$ cat src/rtl/ahb_lite_arb2.sv
// ahb_lite_arb2: shares one AHB-Lite slave bus between two masters. Each master
// port has a one-deep address-phase holding register; a losing master is stalled.
module ahb_lite_arb2 #(
    parameter int ADDR_W = 32,
    parameter int DATA_W = 32,
    parameter int RR     = 0
) (
    input  logic              HCLK,
    input  logic              HRESETn,

    input  logic [ADDR_W-1:0] m0_haddr,
    input  logic [1:0]        m0_htrans,
    input  logic              m0_hwrite,
    input  logic [2:0]        m0_hsize,
    input  logic [2:0]        m0_hburst,
    input  logic [3:0]        m0_hprot,
    input  logic              m0_hmastlock,
    input  logic [DATA_W-1:0] m0_hwdata,
    output logic [DATA_W-1:0] m0_hrdata,
    output logic              m0_hreadyout,
    output logic              m0_hresp,

    input  logic [ADDR_W-1:0] m1_haddr,
    input  logic [1:0]        m1_htrans,
    input  logic              m1_hwrite,
    input  logic [2:0]        m1_hsize,
    input  logic [2:0]        m1_hburst,
    input  logic [3:0]        m1_hprot,
    input  logic              m1_hmastlock,
    input  logic [DATA_W-1:0] m1_hwdata,
    output logic [DATA_W-1:0] m1_hrdata,
    output logic              m1_hreadyout,
    output logic              m1_hresp,

    output logic [ADDR_W-1:0] s_haddr,
    output logic [1:0]        s_htrans,
    output logic              s_hwrite,
    output logic [2:0]        s_hsize,
    output logic [2:0]        s_hburst,
    output logic [3:0]        s_hprot,
    output logic              s_hmastlock,
    output logic [DATA_W-1:0] s_hwdata,
    output logic              s_hmaster,
    input  logic [DATA_W-1:0] s_hrdata,
    input  logic              s_hready,
    input  logic              s_hresp
);

    localparam logic [1:0] HTRANS_IDLE = 2'b00;

    typedef struct packed {
        logic [ADDR_W-1:0] addr;
        logic [1:0]        trans;
        logic              write;
        logic [2:0]        size;
        logic [2:0]        burst;
        logic [3:0]        prot;
        logic              lock;
    } ctrl_t;

    ctrl_t      live [2];
    ctrl_t      pend [2];
    ctrl_t      last_ctrl;
    ctrl_t      fwd;
    logic [1:0] pend_valid;
    logic [1:0] ready;
    logic [1:0] live_req;
    logic [1:0] req;
    logic [1:0] capture;
    logic       addr_owner;
    logic       addr_owner_valid;
    logic       addr_lock;
    logic       last_winner;
    logic       dp_owner;
    logic       dp_valid;
    logic       hold;
    logic       grant;
    logic       sel_valid;
    logic       fwd_en;

    assign live[0] = {m0_haddr, m0_htrans, m0_hwrite, m0_hsize, m0_hburst, m0_hprot, m0_hmastlock};
    assign live[1] = {m1_haddr, m1_htrans, m1_hwrite, m1_hsize, m1_hburst, m1_hprot, m1_hmastlock};

    // A pending master is never the data-phase owner, so it always sees a stall.
    assign ready[0] = (dp_valid && !dp_owner) ? s_hready : !pend_valid[0];
    assign ready[1] = (dp_valid &&  dp_owner) ? s_hready : !pend_valid[1];

    assign live_req[0] = live[0].trans[1] && ready[0];
    assign live_req[1] = live[1].trans[1] && ready[1];
    assign req         = pend_valid | live_req;

    // SEQ and BUSY both have trans[0] set, so one bit keeps a burst together.
    always_comb begin
        hold      = addr_owner_valid && (addr_lock || live[addr_owner].trans[0]);
        grant     = addr_owner;
        if (hold) begin
            grant = addr_owner;
        end else if (req[0] && req[1]) begin
            grant = (RR != 0) ? ~last_winner : 1'b0;
        end else if (req[1]) begin
            grant = 1'b1;
        end else if (req[0]) begin
            grant = 1'b0;
        end
        sel_valid = hold || (req != 2'b00);
    end

    always_comb begin
        fwd = last_ctrl;
        if (!sel_valid) begin
            fwd.trans = HTRANS_IDLE;
            fwd.lock  = 1'b0;
        end else if (pend_valid[grant]) begin
            fwd = pend[grant];
        end else begin
            fwd = live[grant];
            if (!ready[grant]) begin
                fwd.trans = HTRANS_IDLE;
            end
        end
    end

    assign fwd_en     = s_hready && sel_valid;
    assign capture[0] = live_req[0] && !(fwd_en && !grant);
    assign capture[1] = live_req[1] && !(fwd_en &&  grant);

    always_ff @(posedge HCLK) begin
        if (!HRESETn) begin
            pend_valid       <= 2'b00;
            pend[0]          <= '0;
            pend[1]          <= '0;
            last_ctrl        <= '0;
            addr_owner       <= 1'b0;
            addr_owner_valid <= 1'b0;
            addr_lock        <= 1'b0;
            last_winner      <= 1'b1;
            dp_owner         <= 1'b0;
            dp_valid         <= 1'b0;
        end else begin
            if (capture[0]) begin
                pend_valid[0] <= 1'b1;
                pend[0]       <= live[0];
            end else if (fwd_en && !grant) begin
                pend_valid[0] <= 1'b0;
            end
            if (capture[1]) begin
                pend_valid[1] <= 1'b1;
                pend[1]       <= live[1];
            end else if (fwd_en && grant) begin
                pend_valid[1] <= 1'b0;
            end
            if (sel_valid) begin
                last_ctrl <= fwd;
            end
            if (s_hready) begin
                dp_valid  <= sel_valid && fwd.trans[1];
                dp_owner  <= grant;
                addr_lock <= sel_valid && fwd.lock;
                if (sel_valid) begin
                    addr_owner       <= grant;
                    addr_owner_valid <= 1'b1;
                end
                if (sel_valid && fwd.trans[1]) begin
                    last_winner <= grant;
                end
            end
        end
    end

    assign m0_hrdata = s_hrdata;
    assign m1_hrdata = s_hrdata;

    // Reset is synchronous, so hold the bus quiet combinationally while it is low.
    always_comb begin
        s_haddr      = fwd.addr;
        s_htrans     = fwd.trans;
        s_hwrite     = fwd.write;
        s_hsize      = fwd.size;
        s_hburst     = fwd.burst;
        s_hprot      = fwd.prot;
        s_hmastlock  = fwd.lock;
        s_hmaster    = grant;
        s_hwdata     = !dp_valid ? '0 : (dp_owner ? m1_hwdata : m0_hwdata);
        m0_hreadyout = ready[0];
        m1_hreadyout = ready[1];
        m0_hresp     = (dp_valid && !dp_owner) ? s_hresp : 1'b0;
        m1_hresp     = (dp_valid &&  dp_owner) ? s_hresp : 1'b0;
        if (!HRESETn) begin
            s_haddr      = '0;
            s_htrans     = HTRANS_IDLE;
            s_hmastlock  = 1'b0;
            s_hmaster    = 1'b0;
            s_hwdata     = '0;
            m0_hreadyout = 1'b1;
            m1_hreadyout = 1'b1;
            m0_hresp     = 1'b0;
            m1_hresp     = 1'b0;
        end
    end

endmodule
$ cat config.mk
export PLATFORM = sky130hd
export DESIGN_NAME = ahb_lite_arb2
export DESIGN_NICKNAME = d
export VERILOG_FILES = /design/src/rtl/ahb_lite_arb2.sv
export SDC_FILE = /design/constraint.sdc
export NUM_CORES = 1
export LEC_CHECK = 0
export ABC_AREA = 1
export CORE_UTILIZATION = 24
export CTS_CLUSTER_SIZE = 8
export DETAILED_ROUTE_END_ITERATION = 8
export GPL_TIMING_DRIVEN = 0
export PLACE_DENSITY = 0.51
export REMOVE_ABC_BUFFERS = 1
export SLEW_MARGIN = 20
export SYNTH_ARGS = -nofsm -noshare
export SYNTH_HDL_FRONTEND = slang
export SYNTH_SLANG_ARGS = --single-unit
$ cat constraint.sdc
create_clock -name HCLK -period 7.74 [get_ports HCLK]
set_input_delay 1.548 -clock HCLK [delete_from_list [all_inputs] [get_ports HCLK]]
set_output_delay 1.548 -clock HCLK [all_outputs]
set_load 0.05 [all_outputs]
Yosys cells after proc, flatten, opt, wreduce, memory -nomap -nowiden
Memory sizes are Yosys's and may differ from the RTL's.
Index checks and enable logic that the tools add are counted.
- flip-flop bits (word level): 50
- bits in writable memories: 92
- input bits: 192
- output and inout bits: 147
- logic and storage cells: 94
- memories kept: 1
- $lt $le $gt $ge: 3
- mux-type cells: 48
- bitwise logic cells: 5
- reductions and logical operators: 25
- memory list (memory ; depth ; bits a word ; read ports ; clocked after Yosys merged registers in ; write ports ; RTL line ; text):
    pend ; 2 ; 46 ; 1 ; 0 ; 2 ; 62 ; ctrl_t pend [2];
- operator list (cell ; number):
    $mux 46 ; 6
    $mux 32 ; 5
    $mux 13 ; 3
    $mux 1 ; 30
    $logic_and 1x1->1 ; 13
    $mux 11 ; 1
    $logic_not 1->1 ; 6
    $mux 2 ; 3
    $reduce_bool 2->1 ; 3
    $ge 2x2->1 const B ; 2
    $not 1->2 ; 2
    $logic_or 1x1->1 ; 2
    $lt 1x2->1 const B ; 1
    $or 1x1->1 ; 2
    $or 2x2->2 ; 1
    $reduce_and 2->1 ; 1

Longest topological paths before layout
Gate-level depths: netlist (run 1).
- depth in word-level cells: 17
- depth in mapped cells: 16
- gate-level depth less buffers: 14

Least setup slack after synthesis (run 1)
No wires, ideal clock.
- path kind: input-to-output
- start point: input s_hready
- end point: output s_htrans[1]
- data arrival time: 3384 ps
- data required time: 6192 ps
- path slack: 2808 ps
- stages on the path: 13
- path buffers: 2
- cells stage by stage: inv_2 -> nand3_1 -> nand3_2 -> nand2_4 -> nand2_1 -> nand2_2 -> nand2_2 -> buf_6 -> buf_2 -> nand2_1 -> nand2_1 -> nand2_1 -> a21oi_1
- longest elaborated chain between the ends: 15
- elaborated cells between the ends (all ways): 25
- those cells by class: 17 x mux; 2 x bitwise; 5 x reduce/logical; 1 x memory
- RTL lines (item ; RTL line ; text):
    start: declaration ; 45 ; input logic s_hready,
    $mux 1 ; 85 ; assign ready[0] = (dp_valid && !dp_owner) ? s_hready : !pend_valid[0];
    $logic_and 1x1->1 ; 88 ; assign live_req[0] = live[0].trans[1] && ready[0];
    $or 2x2->2 ; 90 ; assign req = pend_valid | live_req;
    $mux 1 ; 102 ; end else if (req[0]) begin
    $mux 1 ; 100 ; end else if (req[1]) begin
    $mux 1 ; 98 ; end else if (req[0] && req[1]) begin
    $mux 1 ; 96 ; if (hold) begin
    $not 1->2 (implied by the code) ; 116 ; fwd = live[grant];
    $mux 46 (implied by the code) (3 in a row) ; 116 ;
    $mux 2 ; 117 ; if (!ready[grant]) begin
    $mux 46 ; 113 ; end else if (pend_valid[grant]) begin
    $mux 2 (*) ; 110 ; if (!sel_valid) begin
    $mux 2 (*) ; 188 ; if (!HRESETn) begin
    end: declaration ; 36 ; output logic [1:0] s_htrans,
Every way passes the cells marked *; elsewhere a longest branch is shown, timed or not. The select of a mux whose other input is x is not followed.

Worst setup path after layout (run 1)
- start point: input s_hready
- end point: output s_hmastlock
- longest elaborated chain between the ends: 14
- elaborated cells between the ends (all ways): 22
- those cells by class: 14 x mux; 2 x bitwise; 5 x reduce/logical; 1 x memory
- RTL lines (item ; RTL line ; text):
    $mux 1 ; 85 ;
    $logic_and 1x1->1 ; 88 ;
    $or 2x2->2 (*) ; 90 ;
    $mux 1 ; 102 ;
    $mux 1 ; 100 ;
    $mux 1 ; 98 ;
    $mux 1 ; 96 ;
    $not 1->2 (implied by the code) ; 116 ;
    $mux 46 (implied by the code) (3 in a row) ; 116 ;
    $mux 46 ; 113 ;
    $mux 1 (*) ; 110 ;
    $mux 1 (*) ; 188 ;
    end: declaration ; 41 ; output logic s_hmastlock,
Marks and branches as above.

==> impl_metrics.yaml, run 1 <==
placement:
  dp_slack_ns: 0.694
  placed_cells: 1656
  gp_congestion: 0.736
  post-dp-hpwl_um: 18600
  portBuffers: 242
timing:
  tightest_slew_ns: 0.970
  rsz0062_at_grt: "false"
  fmax_mhz: 144
  finalWorstPathRequiredPeriod_ns: 6.95
  final.period_utilization: 0.897
  maxSlewViolCount: 0
  setup_viol: 0
  setup_slack_ns: 0.794
  relSlewSlack: 0.352
  fin_skew_ns: 0.0107
  hold_viol: 0
grt:
  grt_pass1_vias: 7280
  overflow: 0
  grtUsageTotal: 0.150
  grt_pass1_wl_um: 42800
  grt_max_degree: 108
  antenna_found_initial: 1
min_path:
  min_to: "last_ctrl[3]$_SDFFE_PN0N_"
  hp-class: "reg -> reg"
  hp-start: "last_ctrl[3]$_SDFFE_PN0N_"
  hold_path_depth: 2
floorplan:
  num_rows: 69
  die-height_um: 194
  die-area_mm2: 0.0376
  dieWidth_um: 194
  core_area_mm2: 0.0359
  start_util: 0.246
  pin_count: 339
critical_path:
  reg2reg_slack_ns: 2.94
  cp_slowest_cell: "clkdlybuf4s50_1"
  cp_data_arrival_time_ns: 5.40
  worstPathMaxFanout: 107
  critPathBufInv: 5
  r2r_cells: 16
  worstPathRequired_ns: 6.19
  r2r-start: "dp_valid$_SDFFE_PN0P_"
  crit_chain: "clkdlybuf4s50_1, inv_2, nand2_1, nand3_1, nand2_1, nand2_1, nand2_8, buf_16, inv_4, nand2_1, nand2_1, nand2_1, nand2_1, nand2_1, nor2_1, clkdlybuf4s50_1"
  regToRegEndpoint: "pend[1][16]$_SDFFCE_PN0P_"
  cp_common_cell: "nand2_1"
  path_class: "in -> out"
  cpPeakStageDelay_ns: 0.83
  crit_family: "buffers and inverters"
  cp-start-kind: "primary input"
  endpoint_kind: "output port"
final_layout:
  fillers: 3799
  finalNonFillerCells: 1689
  area_delta_synth_final_pct: 32.8
  drive_gt1_frac: 0.130
  fin_nets: 1406
route:
  dr_total_vias: 7310
  avgRoutedWirePerCell_um: 16.5
  vias_per_cell: 4.33
  dr.pass1.iters: 4
  routed_wirelength_um: 27800
  drt_iter0_drc: 240
  remaining_drc_errors: 0
  final_antenna_net_count: 0
yosys:
  synth_warnings: 0
  synth-edff-count: 92
  dominantRegCellSynth: "edfxtp_1"
  ys_top_cells_by_count: "nand2_1, inv_1, edfxtp_1"
  synth_top_area_cell: "edfxtp_1"
  syn_inst: 1080
  syn_area_per_cell_um2: 8.18
  synth_top_area_frac: 0.313
  ys_types: 31
  async_reset_ff_frac: 0
  synth_area_leaders: "edfxtp_1, nand2_1, dfxtp_1"
  ys_ff_latch: 142
  syn_area_mm2: 0.00883
  synth_most_common_cell: "nand2_1"
  ys_seq_area_frac: 0.426
power:
  p_leak_nw: 4.89
  vdd_drop_max_v: 0.000115
  power.density_mw_per_mm2: 276
clock_network:
  clock-sinks: 142
  holdBufCountCts: 0
  cts_max_path_buffers: 2
  cts_root_buf: "clkbuf_16"
  cts_buffers: 17
  cts_tree: "built"
  cts_max_level: 4
  clk_latency_ns: 0.42
  post_cts_buffers: 0
  clk_pin_slew_worst_paths_ns: 0.07
  cts_resized: 0
run_status:
  outcome: "finished, final reports clean"
flow_run:
  drv_cap: 0
[per-layer routing]
layer / global-route usage / wire length [um] / vias up
met5: 0.0230 / 84 / -
met4: 0.0400 / 315 / 4
met3: 0.0630 / 2620 / 19
met2: 0.234 / 12300 / 297
met1: 0.186 / 12500 / 3360
li1: - / - / 3630
[cell type report]
type,instances,area (um^2),share of cell area
clock inverters,14,191,0.0163
flip-flops and latches,142,3760,0.321
clock buffers,18,429,0.0366
multi-input cells,693,3690,0.315
well taps,461,577,0.0492
diodes,1,2.50,0.000213
inverters,109,423,0.0361
repair buffers,251,2650,0.226
[power breakdown]
group / switching (mW) / internal [mW]
clock: 0.356 / 0.541
combinational: 0.910 / 0.431
sequential: 0.0348 / 0.961
total: 1.30 / 1.93
[sequential cells by signal (all words and copies together) (netlist names)]
signal,count
dp_valid,1
pend_valid,2
addr_owner,1
addr_owner_valid,1
addr_lock,1
dp_owner,1
pend,92
last_ctrl,43
[how the worst max path moves through the flow]
stage | startpoint | endpoint | slack, ns | cells past startpoint
4_1_cts | s_hready | s_hsize[2] | 0.68 | 16
2_1_floorplan | s_hready | pend[0][22]$_SDFFCE_PN0P_ | 0.96 | 12
3_3_place_gp | HRESETn | s_haddr[2] | -4.94 | 6
6_report | s_hready | s_hmastlock | 0.79 | 16
3_5_place_dp | s_hready | s_hsize[2] | 0.69 | 16
5_1_grt | s_hready | s_hburst[0] | 0.46 | 16
[stage by stage]
| stage | hold slack [ns] | instance area [um^2] | power [mW] | TNS [ns] | util |
|---|---|---|---|---|---|
| after global placement | 0.457 | 10800 | 2.37 | -533.49 | 0.302 |
| after floorplan | 0.441 | 7830 | 1.89 | 0 | - |
| final | 0.473 | 11700 | 3.23 | 0 | 0.327 |
| after detailed placement | 0.464 | 11100 | 2.38 | 0 | 0.309 |
| after global routing | 0.491 | 11700 | 3.42 | 0 | 0.326 |
| after CTS | 0.475 | 11700 | 3.29 | 0 | 0.326 |
[tightest hold or removal path: cells and delay by family (launching register included)]
family,cells,cell delay [ns]
AND/OR/NAND/NOR,1,0.07
AO/OA/AOI/OAI,1,0.06
flip-flops,1,0.30
[cell families after synthesis]
family,count (synthesis),share of synthesized area
flip-flops,142,0.426
AO/OA/AOI/OAI,129,0.0938
AND/OR/NAND/NOR,564,0.320
buffers and inverters,245,0.160
[cells in the final DEF (no fill, tap or decap), types with 16 or more instances in the layout]
cell type        Yosys  routed
o21ai_1             31      31
nand3_1             71      71
nor2_4              73      74
inv_1              101     101
clkdlybuf4s50_1      0     241
nor2_1              18      17
a21oi_1             49      49
o21ai_0             16      16
o211ai_2            20      20
edfxtp_1            92      92
clkbuf_16            0      17
nand2_1            380     379
dfxtp_1             50      50
Note: power is estimated with default switching activity, not from simulation.
==> inputs of run 2 (changes only) <==
- RECOVER_POWER: default -> 100
==> run 2 against run 1 <==
  * The flow now finishes with violations (capacitance limit, slew limit)
  * Utilization shrank 1.3 points
  * Largest power group unchanged
  * Clock skew shrank 0.0012 ns
  * Via count grew 0.41%
  * Die area is the same
  * Highest routed layer unchanged
  * Worst setup slack lost 0.23 ns
  * Critical endpoint unchanged
==> impl_metrics.yaml, run 2 (synthesized netlist as in run 1, its figures left out) <==
clock_network:
  cts_max_path_buffers: 2
  cts_buffers: 17
  post_cts_buffers: 0
  cts_root_buf: "clkbuf_16"
  cts_max_level: 4
  clk_pin_slew_worst_paths_ns: 0.07
  clk_latency_ns: 0.42
  clock-sinks: 142
  holdBufCountCts: 0
  cts_resized: 0
  cts_tree: "built"
floorplan:
  core_area_mm2: 0.0359
  dieWidth_um: 194
  start_util: 0.246
  die-height_um: 194
  die-area_mm2: 0.0376
  num_rows: 69
  pin_count: 339
power:
  comb_power_share: 0.396
  p_leak_nw: 4.99
  intPower_mw: 1.88
  power.density_mw_per_mm2: 279
  power_frac_clock: 0.285
  power_frac_seq: 0.318
  finalPower_mw: 3.14
  switchingPower_mw: 1.25
  switching_share: 0.399
  vdd_drop_max_v: 0.000115
critical_path:
  crit_family: "buffers and inverters"
  cp_data_arrival_time_ns: 5.63
  critPathBufInv: 5
  endpoint_kind: "output port"
  worstPathRequired_ns: 6.19
  cp_slowest_cell: "dlygate4sd3_1"
  r2r-start: "dp_valid$_SDFFE_PN0P_"
  crit_start: "s_hready"
  cp-start-kind: "primary input"
  worstPathMaxFanout: 107
  cp_common_cell: "nand2_1"
  cpPeakStageDelay_ns: 0.91
  crit_chain: "dlygate4sd3_1, inv_1, nand2_1, nand3_1, nand2_1, nand2_1, nand2_8, buf_16, inv_4, nand2_1, nand2_1, nand2_1, nand2_1, nand2_1, nor2_1, dlygate4sd3_1"
  path_class: "in -> out"
placement:
  post_dp_cell_area_mm2: 0.0111
  dp_slack_ns: 0.694
  gp_congestion: 0.736
  post-dp-hpwl_um: 18600
  portBuffers: 242
final_layout:
  largest_reg_flops: 92
  largest-register: "pend"
  fin_nets: 1406
  final_common_cell: "nand2_1"
  area_delta_synth_final_pct: 27.5
  top_regs: "pend x92, last_ctrl x43, pend_valid x2"
  mostFrequentLayoutCells: "nand2_1, clkdlybuf4s50_1, inv_1"
  fin_area_mm2: 0.0113
  fin_util: 0.314
  drive_gt1_frac: 0.0758
route:
  top_layer: "met5"
  dr.pass1.iters: 4
  avgRoutedWirePerCell_um: 16.5
  vias_per_cell: 4.35
  dr_wl_met3_um: 2480
  routed_wirelength_um: 27900
  dr_total_vias: 7340
  wl_met2_um: 12200
  wl_met1_um: 12800
  remaining_drc_errors: 0
  drt_iter0_drc: 268
  final_antenna_net_count: 0
timing:
  setup_slack_ns: 0.565
  hold_ws_ns: 0.472
  rsz0062_at_grt: "false"
  final.period_utilization: 0.927
  maxSlewViolCount: 95
  hold_viol: 0
  tightest_slew_ns: 2.64
  fmax_mhz: 139
  finalWorstPathRequiredPeriod_ns: 7.18
  relSlewSlack: -0.758
  fin_skew_ns: 0.00945
  setup_viol: 0
grt:
  grt_max_degree: 108
  grtUsageTotal: 0.150
  grt_pass1_wl_um: 42800
  overflow: 0
  grt_pass1_vias: 7280
  antenna_found_initial: 1
min_path:
  hp-start: "last_ctrl[4]$_SDFFE_PN0N_"
  hp-class: "reg -> reg"
run_status:
  violations: "capacitance limit, slew limit"
  outcome: "finished with violations"
flow_run:
  drv_cap: 3
[run 2: area by class of cell]
| type | count | area (um^2) |
|---|---|---|
| clock buffers | 18 | 429 |
| clock inverters | 14 | 191 |
| flip-flops and latches | 142 | 3760 |
| fillers | 3869 | 24700 |
| diodes | 1 | 2.50 |
| repair buffers | 251 | 2590 |
| well taps | 461 | 577 |
| inverters | 109 | 417 |
| multi-input cells | 693 | 3290 |
[run 2: final timing paths]
path	endpoint	slack, ns	depth (start not counted)
max	s_hmastlock	0.56	16
min	last_ctrl[4]$_SDFFE_PN0N_	0.47	2
max reg2reg	pend[0][35]$_SDFFCE_PN0P_	1.64	12
min reg2reg	last_ctrl[4]$_SDFFE_PN0N_	0.47	2
[run 2: power by group through the flow]
stage | combinational (mW) | sequential, mW | clock, mW
floorplan | 0.885 | 1.01 | 0
global placement | 1.36 | 1.01 | 0
detailed placement | 1.36 | 1.01 | 0
CTS | 1.37 | 0.997 | 0.929
global route | 1.36 | 1.01 | 0.953
finish | 1.24 | 0.999 | 0.896
[run 2: per-stage QoR]
stage | cells | TNS (ns)
6_report | 1689 | 0
2_1_floorplan | 944 | 0
4_1_cts | 1688 | 0
5_1_grt | 1688 | 0
3_3_place_gp | 1647 | -533.49
3_5_place_dp | 1656 | 0
[run 2: worst reg2reg max path: cells and delay by family (launching register included)]
family | cells | cell delay [ns]
AND/OR/NAND/NOR | 8 | 2.91
buffers and inverters | 3 | 2.07
flip-flops | 1 | 0.41
AO/OA/AOI/OAI | 1 | 0.22
[run 2: layer usage]
metal | vias up | GRT usage
met5 | - | 0.0230
met2 | 297 | 0.234
li1 | 3627 | -
met4 | 4 | 0.0400
met3 | 21 | 0.0630
met1 | 3391 | 0.186
==> inputs of run 3 (changes only) <==
- PLACE_DENSITY: 0.51 -> 0.53
- clock period: 7.74 -> 6.15 ns (I/O delays scaled with it)
==> run 3 against run 2 <==
  * Routed wire length fell by 1.1%
  * Largest cell class unchanged
  * The run now ends clean
  * Worst setup slack got worse by 0.34 ns
  * Critical path type unchanged
  * Sequential power rose by 25%
  * First-iteration DRC count rose by 62%
  * Non-clock buffer count fell by 1
  * Combinational power rose by 35%
  * Clock-buffer cell count rose by 2
==> impl_metrics.yaml, run 3 (synthesized netlist as in run 1, its figures left out) <==
run_status:
  outcome: "finished, final reports clean"
clock_network:
  clock-sinks: 142
  clk_pin_slew_worst_paths_ns: 0.06
  clk_latency_ns: 0.43
  cts_max_level: 4
  cts_buffers: 17
  cts_root_buf: "clkbuf_16"
  post_cts_buffers: 0
  cts_max_path_buffers: 2
  cts_tree: "built"
route:
  routed_wirelength_um: 27600
  drt_iter0_drc: 434
  dr_total_vias: 7358
  vias_per_cell: 4.36
  remaining_drc_errors: 0
  avgRoutedWirePerCell_um: 16.3
  dr.pass1.iters: 5
  final_antenna_net_count: 0
final_layout:
  fin_nets: 1406
  largest_reg_flops: 92
  fin_area_mm2: 0.0118
  top_regs: "pend x92, last_ctrl x43, pend_valid x2"
  final_common_cell: "nand2_1"
  area_delta_synth_final_pct: 33.3
  finalNonFillerCells: 1689
  mostFrequentLayoutCells: "nand2_1, clkdlybuf4s50_1, inv_1"
  largest-register: "pend"
  fin_util: 0.328
  drive_gt1_frac: 0.132
min_path:
  hp-class: "reg -> reg"
critical_path:
  cp_slowest_cell: "clkdlybuf4s50_1"
  worstPathRequired_ns: 4.92
  critPathBufInv: 5
  crit_family: "buffers and inverters"
  worstPathMaxFanout: 111
  endpoint_kind: "output port"
  cp-start-kind: "primary input"
  cp_data_arrival_time_ns: 4.70
  crit_chain: "clkdlybuf4s50_1, inv_2, nand3_1, nand3_2, nand2_4, nand2_1, nand2_2, nand2_8, buf_16, inv_8, nand2_1, nand2_1, nand2_1, a21boi_1, clkdlybuf4s50_1"
  path_class: "in -> out"
  cp_common_cell: "nand2_1"
  cpPeakStageDelay_ns: 0.84
placement:
  post_dp_cell_area_mm2: 0.0111
  portBuffers: 242
  gp_congestion: 0.746
  placed_cells: 1655
  post-dp-hpwl_um: 18400
grt:
  overflow: 0
  grt_max_degree: 112
  antenna_found_initial: 2
  grtUsageTotal: 0.146
  grt_pass1_wl_um: 41600
  grt_pass1_vias: 7094
floorplan:
  die-area_mm2: 0.0376
  start_util: 0.246
  core_area_mm2: 0.0359
  dieWidth_um: 194
  pin_count: 339
  num_rows: 69
  die-height_um: 194
timing:
  maxSlewViolCount: 0
  setup_viol: 0
  finalWorstPathRequiredPeriod_ns: 5.93
  relSlewSlack: 0.347
  fin_skew_ns: 0.0100
  rsz0062_at_grt: "true"
  fin_setup_tns_ns: 0
  final.period_utilization: 0.963
  fmax_mhz: 169
  tightest_slew_ns: 0.979
  hold_viol: 0
power:
  vdd_drop_max_v: 0.000193
  power.density_mw_per_mm2: 344
  p_leak_nw: 5.17
flow_run:
  drv_cap: 0
-- run 3: layout make-up --
| class | count | area [um^2] |
|---|---|---|
| tap | 461 | 577 |
| timing repair buffer | 250 | 2660 |
| sequential | 142 | 3760 |
| clock buffer | 20 | 467 |
| fill | 3776 | 24100 |
| multi-input combinational | 694 | 3710 |
| inverter | 109 | 438 |
| antenna | 1 | 2.50 |
| clock inverter | 12 | 158 |
-- run 3: timing repair --
action	CTS	global route
setup endpoints to repair	27	44
hold buffers	0	0
gates resized for setup	5	23
cloned	0	1
-- run 3: worst paths after layout --
| kind | startpoint | end | slack (ns) | cells after the start |
|---|---|---|---|---|
| setup / recovery | s_hready | s_htrans[0] | 0.22 | 15 |
| hold / removal | last_ctrl[1]$_SDFFE_PN0N_ | last_ctrl[1]$_SDFFE_PN0N_ | 0.47 | 2 |
| setup reg to reg | dp_valid$_SDFFE_PN0P_ | pend[0][21]$_SDFFCE_PN0P_ | 1.76 | 15 |
| hold reg to reg | last_ctrl[1]$_SDFFE_PN0N_ | last_ctrl[1]$_SDFFE_PN0N_ | 0.47 | 2 |
-- run 3: per-stage QoR --
| step | power [mW] | hold slack (ns) | worst slack [ns] |
|---|---|---|---|
| 6_report | 4.04 | 0.471 | 0.225 |
| 4_1_cts | 4.11 | 0.474 | 0.00749 |
| 3_5_place_dp | 2.97 | 0.465 | -0.173 |
| 2_1_floorplan | 2.38 | 0.441 | -0.316 |
| 5_1_grt | 4.29 | 0.493 | -0.0320 |
| 3_3_place_gp | 2.97 | 0.458 | -5.61 |
-- run 3: tightest hold or removal path, cell delays in order, from the launching register on --
cell	delay, ns
dfxtp_1	0.30
nand2_1	0.07
a21oi_1	0.06
-- run 3: report_power, final --
part           internal, mW  switching (mW)
combinational         0.531            1.15
clock                 0.674           0.437
sequential             1.21          0.0435
-- run 3: routing by layer --
layer | GRT usage | share of wire
met4 | 0.0506 | 0.022
met1 | 0.183 | 0.44
met5 | 0.0268 | 0.0033
met3 | 0.0678 | 0.10
met2 | 0.215 | 0.43
